--- config.mk ---
export PLATFORM = sky130hd
export DESIGN_NAME = spi_flash_rdid_responder
export DESIGN_NICKNAME = d
export VERILOG_FILES = /design/src/rtl/spi_flash_rdid_responder.sv
export SDC_FILE = /design/constraint.sdc
export NUM_CORES = 1
export LEC_CHECK = 0
export CAP_MARGIN = 10
export CORE_ASPECT_RATIO = 1.75
export CORE_MARGIN = 5
export CORE_UTILIZATION = 61
export CTS_CLUSTER_SIZE = 8
export DETAILED_ROUTE_END_ITERATION = 12
export PLACE_DENSITY = 0.81
export SYNTH_ARGS = -nofsm -noshare
export SYNTH_HDL_FRONTEND = slang
export SYNTH_SLANG_ARGS = --single-unit
--- constraint.sdc ---
create_clock -name clk -period 5 [get_ports clk]
set_clock_uncertainty 0.15 [all_clocks]
set_input_delay 0.5 -clock clk [delete_from_list [all_inputs] [get_ports clk]]
set_output_delay 0.5 -clock clk [all_outputs]
set_load 0.01 [all_outputs]
--- src/rtl/spi_flash_rdid_responder.sv ---
// SPI mode-0 slave emulating the serial-flash RDID (0x9F) reply.
// SPI inputs are oversampled on clk; MOSI is captured on SPICLK rise and
// MISO is updated on SPICLK fall. On RDID the 24-bit ID is shifted MSB-first.
module spi_flash_rdid_responder #(
    parameter logic [7:0] RDID_OPCODE = 8'h9F,
    parameter logic [7:0] MFG_ID      = 8'h20,
    parameter logic [7:0] MEM_TYPE    = 8'h20,
    parameter logic [7:0] MEM_CAP     = 8'h15
) (
    input  logic       clk,
    input  logic       reset,
    input  logic       SPICLK,
    input  logic       SPIMOSI,
    input  logic       chip_select,
    output logic       SPIMISO,
    output logic       busy,
    output logic [7:0] opcode,
    output logic       opcode_valid,
    output logic       rdid_done
);

    typedef enum logic [2:0] {
        ST_IDLE,
        ST_CMD,
        ST_RESP,
        ST_HOLD,
        ST_IGNORE
    } state_t;

    state_t      r_state;
    state_t      w_state_next;

    logic        r_sclk_s1, r_sclk_s2, r_sclk_s3;
    logic        r_mosi_s1, r_mosi_s2;
    logic        r_csn_s1,  r_csn_s2,  r_csn_s3;

    logic [7:0]  r_sr;
    logic [2:0]  r_bit_cnt;
    logic [23:0] r_tx;
    logic [4:0]  r_tx_cnt;
    logic        r_miso;
    logic [7:0]  r_opcode;
    logic        r_opcode_valid;
    logic        r_rdid_done;

    logic        w_sclk_rise;
    logic        w_sclk_fall;
    logic        w_csn_fall;
    logic        w_csn_rise;
    logic [7:0]  w_sr_next;
    logic        w_last_cmd_bit;
    logic        w_last_resp_bit;
    logic        w_busy;

    assign w_sclk_rise     = r_sclk_s2 & ~r_sclk_s3;
    assign w_sclk_fall     = ~r_sclk_s2 & r_sclk_s3;
    assign w_csn_fall      = ~r_csn_s2 & r_csn_s3;
    assign w_csn_rise      = r_csn_s2 & ~r_csn_s3;
    assign w_sr_next       = {r_sr[6:0], r_mosi_s2};
    assign w_last_cmd_bit  = w_sclk_rise && (r_bit_cnt == 3'd7);
    assign w_last_resp_bit = w_sclk_rise && (r_tx_cnt == 5'd23);

    // Synchronisers track the pins through reset so a select held low across
    // reset does not look like a fresh falling edge afterwards.
    always_ff @(posedge clk) begin
        r_sclk_s1 <= SPICLK;
        r_sclk_s2 <= r_sclk_s1;
        r_sclk_s3 <= r_sclk_s2;
        r_mosi_s1 <= SPIMOSI;
        r_mosi_s2 <= r_mosi_s1;
        r_csn_s1  <= chip_select;
        r_csn_s2  <= r_csn_s1;
        r_csn_s3  <= r_csn_s2;
    end

    // State register.
    always_ff @(posedge clk) begin
        if (reset) begin
            r_state <= ST_IDLE;
        end else begin
            r_state <= w_state_next;
        end
    end

    // Next-state logic; deselect overrides any coincident SPICLK edge.
    always_comb begin
        w_state_next = r_state;
        if (w_csn_rise) begin
            w_state_next = ST_IDLE;
        end else begin
            case (r_state)
                ST_IDLE: begin
                    if (w_csn_fall) begin
                        w_state_next = ST_CMD;
                    end
                end
                ST_CMD: begin
                    if (w_last_cmd_bit) begin
                        w_state_next = (w_sr_next == RDID_OPCODE) ? ST_RESP : ST_IGNORE;
                    end
                end
                ST_RESP: begin
                    if (w_last_resp_bit) begin
                        w_state_next = ST_HOLD;
                    end
                end
                ST_HOLD:   w_state_next = ST_HOLD;
                ST_IGNORE: w_state_next = ST_IGNORE;
                default:   w_state_next = ST_IDLE;
            endcase
        end
    end

    // Output decode from state.
    always_comb begin
        w_busy = (r_state != ST_IDLE);
    end

    // Datapath: opcode shift, reply shift, counters, MISO and status pulses.
    always_ff @(posedge clk) begin
        if (reset) begin
            r_sr           <= '0;
            r_bit_cnt      <= '0;
            r_tx           <= '0;
            r_tx_cnt       <= '0;
            r_miso         <= 1'b0;
            r_opcode       <= '0;
            r_opcode_valid <= 1'b0;
            r_rdid_done    <= 1'b0;
        end else begin
            r_opcode_valid <= 1'b0;
            r_rdid_done    <= 1'b0;
            if (w_csn_rise) begin
                r_sr      <= '0;
                r_bit_cnt <= '0;
                r_tx      <= '0;
                r_tx_cnt  <= '0;
                r_miso    <= 1'b0;
            end else begin
                case (r_state)
                    ST_IDLE: begin
                        r_miso <= 1'b0;
                        if (w_csn_fall) begin
                            r_sr      <= '0;
                            r_bit_cnt <= '0;
                            r_tx_cnt  <= '0;
                        end
                    end
                    ST_CMD: begin
                        if (w_sclk_rise) begin
                            r_sr      <= w_sr_next;
                            r_bit_cnt <= r_bit_cnt + 3'd1;
                            if (r_bit_cnt == 3'd7) begin
                                r_opcode       <= w_sr_next;
                                r_opcode_valid <= 1'b1;
                                if (w_sr_next == RDID_OPCODE) begin
                                    r_tx     <= {MFG_ID, MEM_TYPE, MEM_CAP};
                                    r_tx_cnt <= '0;
                                end
                            end
                        end
                    end
                    ST_RESP: begin
                        if (w_sclk_fall) begin
                            r_miso <= r_tx[23];
                            r_tx   <= {r_tx[22:0], 1'b0};
                        end
                        if (w_sclk_rise) begin
                            r_tx_cnt <= r_tx_cnt + 5'd1;
                            if (r_tx_cnt == 5'd23) begin
                                r_rdid_done <= 1'b1;
                            end
                        end
                    end
                    ST_HOLD: begin
                        if (w_sclk_fall) begin
                            r_miso <= 1'b0;
                        end
                    end
                    default: begin
                        r_miso <= 1'b0;
                    end
                endcase
            end
        end
    end

    assign SPIMISO      = r_miso;
    assign busy         = w_busy;
    assign opcode       = r_opcode;
    assign opcode_valid = r_opcode_valid;
    assign rdid_done    = r_rdid_done;

endmodule

==> results of run 1 <==
==> power groups by stage <==
stage,logic (µW),registers [µW],clock network (µW)
2_1_floorplan,26.1,503,0
3_3_place_gp,33.6,505,0
3_5_place_dp,34.1,505,0
4_1_cts,34.3,494,492
5_1_grt,38.4,495,516
6_report,34.8,494,483
==> cell usage in the layout (no fill, tap or decap), drive strengths merged, types with 3 or more instances in the layout <==
cell type,n
or3b,3
nand2b,7
o21a,3
a31oi,3
nor3,8
clkdlybuf4s50,16
nor2,14
clkbuf,10
inv,4
a21oi,31
clkinv,3
o21ai,22
o221a,4
ha,3
nor2b,3
nand2,33
nand3,11
mux2i,8
dfxtp,61
==> kinds of logic after synthesis <==
kind of cell | count (synthesis) | share of synthesized area
multiplexers | 10 | 0.0432
AO/OA/AOI/OAI | 74 | 0.192
adder cells (fa/ha/maj) | 3 | 0.0158
AND/OR/NAND/NOR | 91 | 0.199
flip-flops | 61 | 0.514
buffers and inverters | 19 | 0.0358
==> registers in the layout, indices dropped and copies added, names as in the netlist <==
name / cells
r_state: 3
r_sclk_s3: 1
r_csn_s1: 1
r_sclk_s1: 1
r_tx_cnt: 5
SPIMISO: 1
r_bit_cnt: 3
r_mosi_s1: 1
r_tx: 24
r_csn_s2: 1
rdid_done: 1
r_csn_s3: 1
r_sclk_s2: 1
opcode_valid: 1
opcode: 8
r_sr: 7
r_mosi_s2: 1
==> metal layers <==
metal / up-vias / global-route usage / routed length (µm) / share of wire
met2: 39 / 0.344 / 2650 / 0.55
met3: 9 / 0.0697 / 199 / 0.041
met1: 919 / 0.214 / 1850 / 0.38
li1: 948 / - / - / -
met4: 0 / 0.101 / 100 / 0.021
met5: - / 0 / 0 / 0
==> cell type report <==
| type | instances | area share |
|---|---|---|
| sequential | 61 | 0.442 |
| clock inverter | 7 | 0.0358 |
| inverter | 3 | 0.00408 |
| timing repair buffer | 19 | 0.0652 |
| clock buffer | 9 | 0.0448 |
| multi-input combinational | 178 | 0.386 |
| tap | 48 | 0.0217 |
==> how the worst max path moves through the flow <==
stage          cells past startpoint  slack, ns  endpoint
2_1_floorplan                      7       3.08  r_tx[21]
6_report                           4       2.53   r_tx[4]
3_3_place_gp                       4       2.18   r_tx[2]
4_1_cts                            4       2.11   r_tx[4]
5_1_grt                            4       2.33   r_tx[2]
3_5_place_dp                       4       2.08   r_tx[4]
==> worst max-delay path, cell delays in order, from the launching register on <==
cell and delay [ns]:
dfxtp_1 0.54, nor3b_1 0.61, o21a_1 0.58, nor2_1 0.20
o221a_2 0.28
==> stage by stage <==
| step | power (µW) | hold WS, ns | area (µm²) | cells | setup slack [ns] |
|---|---|---|---|---|---|
| after CTS | 1020 | 0.180 | 2760 | 324 | 2.11 |
| after global routing | 1050 | 0.185 | 2760 | 325 | 2.33 |
| after floorplan | 529 | 0.160 | 2370 | 258 | 3.08 |
| after global placement | 539 | 0.160 | 2530 | 308 | 2.18 |
| after detailed placement | 540 | 0.165 | 2530 | 308 | 2.08 |
| final | 1010 | 0.178 | 2760 | 325 | 2.53 |
==> summary.txt, run 1 <==
Global route
  – Initial antenna violation count: 0
  – Number of global-route vias before repair: roughly 1800
  – Largest net degree at the start of global routing: 37
  – First-pass GRT wire length: about 8.3 mm
  – Total track usage: 0.201
  – Remaining Overflow, GRT: 0

Placed design
  – PortBufs: 16
  – RD Place Congestion: about 0.8
  – Post-DP HPWL: ~3.2 mm

Layout
  – Ant. Diodes: 0
  – Util after Layout: 0.722
  – Register area: around 1200 µm²
  – Nets: between 200 and 300
  – Area grow syn2layout: 16.4%
  – Area occupied by multi-input gates: around 1100 µm²
  – Share of layout cells above drive strength 1: 0.105
  – Filler cell count: slightly above 300

Timing
  – Max Freq: 405 MHz
  – Max Slew Vio Count: 0
  – RSZ-0062 raised after global routing: false
  – Fin crit share: 0.494
  – Measured slew at the worst slew-check pin: between 0.6 and 0.7 ns
  – Final setup violation count: 0
  – Setup tns final: 0 ns
  – Slew headroom: 0.538
  – Hold Vio Cnt, Final: 0
  – Period minus WS final: roughly 2.5 ns

Floorplanning
  – Die area: between 5000 and 6000 µm²
  – Initial Util: 0.620
  – Die span in x: around 57 µm
  – Die Ht: roughly 90 µm
  – Top Ports: 17
  – Row cnt: 30
  – Core ar.: roughly 3800 µm²

Clock network
  – Clock transition at path regs: 0.07 ns
  – Hold-fix buffers, CTS: 0
  – H-tree Lvls: 3
  – Postcts setup bufs: 0
  – CTS resizes: 0
  – Clock buffer depth: 2
  – CTS tree: yes
  – Clk root buf: clkbuf_8
  – Number of CTS-inserted buffers: 9
  – Clock tree sinks: just over 60
  – Clock latency at the later pin of the worst-skew pair: 0.34 ns

Synthesis
  – Post-synth EDFFs: 0
  – Warnings, synthesis: 0
  – Gate Count Post-Synth: about 260
  – Ys flop type: dfxtp_1
  – Most area-hungry cell type in the Yosys netlist: dfxtp_1
  – Share of the synthesized area in the top cell type: 0.514
  – Synth cell count leaders: dfxtp_1 (61), nand2_1 (33), a21oi_1 (31), o21ai_0 (22), nor2_1 (13)
  – Library cells used by synthesis: 46
  – Syn Nets: between 200 and 300
  – Syn Std Cell Area: 2370 µm²
  – Sequential element share of the synthesized area: 0.514
  – Ys async rst share: 0
  – Top-count cell post-synth: dfxtp_1
  – Post-Syn Area per Cell: ~9.2 µm²
  – Synthesized flop and latch total: about 60
  – Dominant cells by area after synthesis: dfxtp_1 (51%), a21oi_1 (6.5%), nand2_1 (5.2%)

Critical path
  – CP startpoint kind: flip-flop
  – Crit path from: r_state[0]
  – Nature of the critical path endpoint: flip-flop
  – WP data arrival: around 2.6 ns
  – CP Max Fanout: 20
  – R2R cell count: 4
  – Worst R2R Setup Slack: around 2.5 ns
  – WS Path Type: flip-flop to flip-flop
  – Worst r2r dst: r_tx[4]
  – Reg2reg start: r_state[0]
  – WP data required: just over 5 ns

Detailed routing
  – Vias: about 1900
  – Routed wire length: around 4.8 mm
  – TritonRoute pass-1 iters: 5
  – Vias/cell: between 5 and 6
  – Routed Antenna Nets: 0
  – Iter 0 DRT Violations: roughly 80
  – Routed len/inst: roughly 15 µm
  – DRC: 0

Min path
  – HP Class: flip-flop to flip-flop
  – WHS Path Cells: 0
  – Hold Startpoint: r_sclk_s1
  – Worst Hold End: r_sclk_s2

Power
  – Logic pwr share: 0.034
  – Sequential power share: 0.488
  – Sw frac: 0.225
  – Power per cell area: about 370 nW/µm²
  – Internal: between 700 and 800 µW
  – Max IR drop VDD: roughly 0.34 mV
  – Net switching power: around 230 µW
  – Clk network pwr share: 0.477
  – Lkg Pwr: about 0.00092 µW

Run status
  – Status: finished, final reports clean

Run
  – Max_cap viols: 0
Note: power is estimated with default switching activity, not from simulation.
==> run 2: changes to the inputs <==
Settings changed: CORE_UTILIZATION 61 to 57, PLACE_DENSITY 0.81 to 0.77.
Clock period 5 ns to 2.55 ns, I/O delays scaled along.
==> run 2 against run 1 <==
Effect of this change:
- critical endpoint is now busy
- final area is 0.91% higher
- sequential cell count stayed put
- worst hold slack is essentially flat
- highest routed layer unchanged
- wire length shrank 2.9%
- worst setup slack worse by 2.1 ns
- non-clock buffer count grew 6
==> summary.txt, run 2 (same netlist as run 1, synthesis figures left out) <==
Detailed routing
  – Iter 0 DRT Violations: 72
  – Vias: ~1900
  – Routed wire length: between 4 and 5 mm
  – Routed Antenna Nets: 0
  – TritonRoute pass-1 iters: 6
  – Routed len/inst: about 14 µm
  – DRC: 0
  – Vias/cell: roughly 5.7

Layout
  – Register area: approximately 1200 µm²
  – Nets: between 200 and 300
  – Final instance area: approximately 2800 µm²
  – Util after Layout: 0.684
  – Non-filler cells, final: roughly 330
  – Most flops, register: r_tx
  – Commonest non-fill, non-tap cell in the layout: dfxtp_1
  – Share of layout cells above drive strength 1: 0.121
  – Max reg flops: 24
  – Area grow syn2layout: 17.4%
  – Ant. Diodes: 0
  – Commonest cells after routing, fill and taps aside: dfxtp_1 (61), nand2_1 (33), a21oi_1 (31)
  – Area occupied by multi-input gates: 1070 µm²
  – Filler cell count: 354

Floorplanning
  – Die Ht: ~95 µm
  – Row cnt: 31
  – Die area: roughly 5600 µm²
  – Die span in x: between 50 and 60 µm
  – Initial Util: 0.583
  – Core ar.: approximately 4000 µm²
  – Top Ports: 17

Min path
  – HP Class: flip-flop to flip-flop

Power
  – Net switching power: a little over 400 µW
  – Clk network pwr share: 0.449
  – Final Total Pwr: 1890 µW
  – Lkg Pwr: approximately 0.00095 µW
  – Internal: around 1500 µW
  – Max IR drop VDD: just over 0.6 mV
  – Logic pwr share: 0.039
  – Sequential power share: 0.512
  – Sw frac: 0.217
  – Power per cell area: between 600 and 700 nW/µm²

Global route
  – First-pass GRT wire length: approximately 8 mm
  – Initial antenna violation count: 0
  – Number of global-route vias before repair: about 1800
  – Largest net degree at the start of global routing: 34
  – Remaining Overflow, GRT: 0
  – Total track usage: 0.187

Timing
  – Slew headroom: 0.674
  – Fin crit share: 0.848
  – Hold Vio Cnt, Final: 0
  – Final setup violation count: 0
  – Max Freq: around 460 MHz
  – RSZ-0062 raised after global routing: false
  – Max Slew Vio Count: 0
  – Period minus WS final: 2.16 ns
  – Setup tns final: 0 ns
  – Measured slew at the worst slew-check pin: between 0.4 and 0.5 ns

Run status
  – Status: finished, final reports clean

Run
  – Max_cap viols: 0

Clock network
  – Clock latency at the later pin of the worst-skew pair: roughly 0.33 ns
  – Hold-fix buffers, CTS: 0
  – Clock buffer depth: 2
  – H-tree Lvls: 3
  – CTS tree: yes
  – Clock tree sinks: around 60
  – Clock transition at path regs: approximately 0.07 ns
  – CTS resizes: 0
  – Postcts setup bufs: 0
  – Clk root buf: clkbuf_8
  – Number of CTS-inserted buffers: 9

Placed design
  – Post-DP HPWL: between 3 and 4 mm
  – Post-Place Cells: about 320
  – RD Place Congestion: approximately 0.81
  – Post-DP Area: 2590 µm²
  – PortBufs: 16

Critical path
  – WP data required: 2.14 ns
  – WP data arrival: 1.76 ns
  – Slowest-stage cell, CP: clkdlybuf4s50_1
  – CP cell instances: or3_1 -> clkdlybuf4s50_1
  – WS Path Type: flip-flop to output pin
  – Critical path's largest stage delay: ~0.52 ns
  – CP Max Fanout: 13
  – Nature of the critical path endpoint: output pin
  – CP startpoint kind: flip-flop
run 2: per-stage QoR:
| step | hold WS (ns) | setup WS (ns) |
|---|---|---|
| floorplan | 0.133 | 0.629 |
| global placement | 0.159 | 0.491 |
| detailed placement | 0.162 | 0.429 |
| CTS | 0.179 | 0.371 |
| global route | 0.185 | 0.249 |
| finish | 0.178 | 0.389 |
run 2: power groups by stage:
stage / combinational [µW] / clock [µW] / sequential [µW]
2_1_floorplan: 51.2 / 0 / 987
3_3_place_gp: 73.6 / 0 / 991
3_5_place_dp: 74.0 / 0 / 991
4_1_cts: 74.2 / 872 / 970
5_1_grt: 81.1 / 912 / 971
6_report: 73.8 / 850 / 970
run 2: metal layers:
metal | share of wire | GRT usage
met1 | 0.41 | 0.198
met2 | 0.53 | 0.324
met3 | 0.040 | 0.0583
met4 | 0.020 | 0.0926
met5 | 0 | 0
run 2: path summary, 6_finish.rpt:
kind / from / to / slack (ns) / depth (start not counted)
worst max-delay path: r_state[1] / busy / 0.39 / 2
worst min-delay path: r_mosi_s1 / r_mosi_s2 / 0.18 / 0
worst max register to register: r_state[0] / opcode[4] / 0.43 / 4
worst min register to register: r_mosi_s1 / r_mosi_s2 / 0.18 / 0
run 2: layout make-up:
class / count / share of cell area
clock buffer: 11 / 0.0543
clock inverter: 4 / 0.0171
multi-input combinational: 178 / 0.383
timing repair buffer: 25 / 0.0817
tap: 49 / 0.0220
inverter: 3 / 0.00404
sequential: 61 / 0.438
run 2: critical path, delay by kind of cell (launching register included):
| kind | cells | cell delay [ns] |
|---|---|---|
| DFF | 1 | 0.43 |
| and+or+nand+nor | 1 | 0.48 |
| buffers and inverters | 1 | 0.52 |
==> RTL edit, RTL diff (config.mk and constraints of run 2) <==
Encoding of `state_t`: now one-hot (5 bits for 5 states).
--- a/src/rtl/spi_flash_rdid_responder.sv
+++ b/src/rtl/spi_flash_rdid_responder.sv
@@ -19,12 +19,12 @@
     output logic       rdid_done
 );
 
-    typedef enum logic [2:0] {
-        ST_IDLE,
-        ST_CMD,
-        ST_RESP,
-        ST_HOLD,
-        ST_IGNORE
+    typedef enum logic [4:0] {
+        ST_IDLE   = 5'b00001,
+        ST_CMD    = 5'b00010,
+        ST_RESP   = 5'b00100,
+        ST_HOLD   = 5'b01000,
+        ST_IGNORE = 5'b10000
     } state_t;
 
     state_t      r_state;
Formal check against the unedited RTL: no difference found for any inputs over 10 cycles, from zero or initial values and one cycle with reset high; not proved beyond that.
==> RTL edit against run 2 <==
- critical path depth up 5
- setup slack got worse by 230 ps
- sequential cell count grew 2
- combinational power grew 82%
- power increased by 5.9%
- cell count shrank 0.30%
- final area grew 3.3%
- via count grew 2.6%
- routed wire length is 4.4% higher
- area after synthesis increased by 3.3%
- highest routed layer unchanged
==> RTL edit: results (changes against run 2) <==
Switching Fraction 24.51% (was 21.70%); Post-Syn Area per Cell 9.537 um2 (was 9.200 um2); worst slew pin tran 689.3 ps (was 487.4 ps); Critical Path Slowest Stage Cell or4_4 (was clkdlybuf4s50_1); power density cells 696.7 nW/um2 (was 679.4 nW/um2); wire length after detailed routing 4864 um (was 4660 um); Distinct cells, synth 44 (was 46); Arr. time, crit path 2470 ps (was 1760 ps); largest net degree at the start of global routing 32 (was 34); initial antenna violation count 0 (unchanged); Hold WC Path Type reg2reg (unchanged); htree depth 3 (unchanged); status finished, final reports clean (unchanged); Flop pwr share 50.0% (was 51.2%); synth cell count leaders dfxtp_1, nor2_1, nand2_1 (was dfxtp_1, nand2_1, a21oi_1); dpl cells 314 (was 316); met2 wire length 2652 um (was 2479 um); power share of the clock group 43.3% (was 44.9%); GRT Total Usage 18.87% (was 18.66%); final non-filler cell total 330 (was 331); worst slack, placed 122.4 ps (was 428.9 ps); nets 284 (was 286); M1 WL 1948 um (was 1899 um); CP max FO 6 (was 13); Mapped Nets 265 (was 266); Largest register FFs 24 (unchanged); via count 1928 (was 1879); fin crit share 93.64% (was 84.75%); Placement Cell Area 2678 um2 (was 2589 um2); share of cells above drive strength 1 15.30% (was 12.06%); Met3 Wirelength 131 um (was 186 um); crit-path leading delay family compound AO/OA/AOI/OAI gates (was buffers and inverters); dpl hpwl 3281 um (was 3199 um); CP max stage delay 540 ps (was 520 ps); DRT Pass-1 Iters 4 (was 6); Leak 1.042 nW (was 0.9459 nW); global-route wire length before repair 8424 um (was 7900 um); Detailed Route Iter0 Violations 74 (was 72); ANT cells 0 (unchanged); number of setup buffers added after CTS 0 (unchanged); gpl congestion 0.7752 (was 0.8061); Seq/Total Area, Yosys 51.45% (about the same); worst vdd ir 532.0 uV (was 614.5 uV); synth top area cells dfxtp_1, nor2_1, o22ai_1 (was dfxtp_1, a21oi_1, nand2_1)
## RTL edit: cell families after synthesis
| kind of cell | share of synthesized area [%] |
|---|---|
| simple gates | 19.96 |
| xor+xnor | 0.7148 |
| fa+ha+maj | 1.532 |
| mux | 4.492 |
| compound gates | 17.51 |
| flops | 51.45 |
| buf+inv | 4.339 |
## RTL edit: area by class of cell
type | instances | area (um2)
Tap cell | 49 | 61.31
Fill cell | 338 | 1270
Multi-Input combinational cell | 168 | 1086
Clock buffer | 9 | 123.9
Inverter | 7 | 26.28
Sequential cell | 63 | 1261
Timing Repair Buffer | 27 | 242.7
Clock inverter | 7 | 78.83
## RTL edit: path summary, 6_finish.rpt
kind | from | endpoint | slack [ps] | depth (start not counted)
setup / recovery | r_bit_cnt[0] | r_tx_cnt[2] | 160 | 7
hold / removal | r_sclk_s1 | r_sclk_s2 | 180 | 0
setup reg to reg | r_bit_cnt[0] | r_tx_cnt[2] | 160 | 7
hold reg to reg | r_sclk_s1 | r_sclk_s2 | 180 | 0
## RTL edit: per-layer routing
metal | vias to the layer above | GRT usage [%]
met2 | 34 | 31.09
met4 | 0 | 11.09
li1 | 959 | -
met3 | 14 | 5.193
met5 | - | 0
met1 | 921 | 20.69
## RTL edit: timing repair
| item | CTS | global route |
|---|---|---|
| resized for setup | 0 | 0 |
| endpoints found under the setup margin | 0 | 1 |
| hold buffers | 0 | 0 |
## RTL edit: worst register-to-register path, stage by stage (launching register included)
cell	delay, ps
dfxtp_1	350
ha_1	150
ha_1	160
inv_1	50
or4_4	540
a2111oi_4	460
o21ai_1	130
a32o_2	280
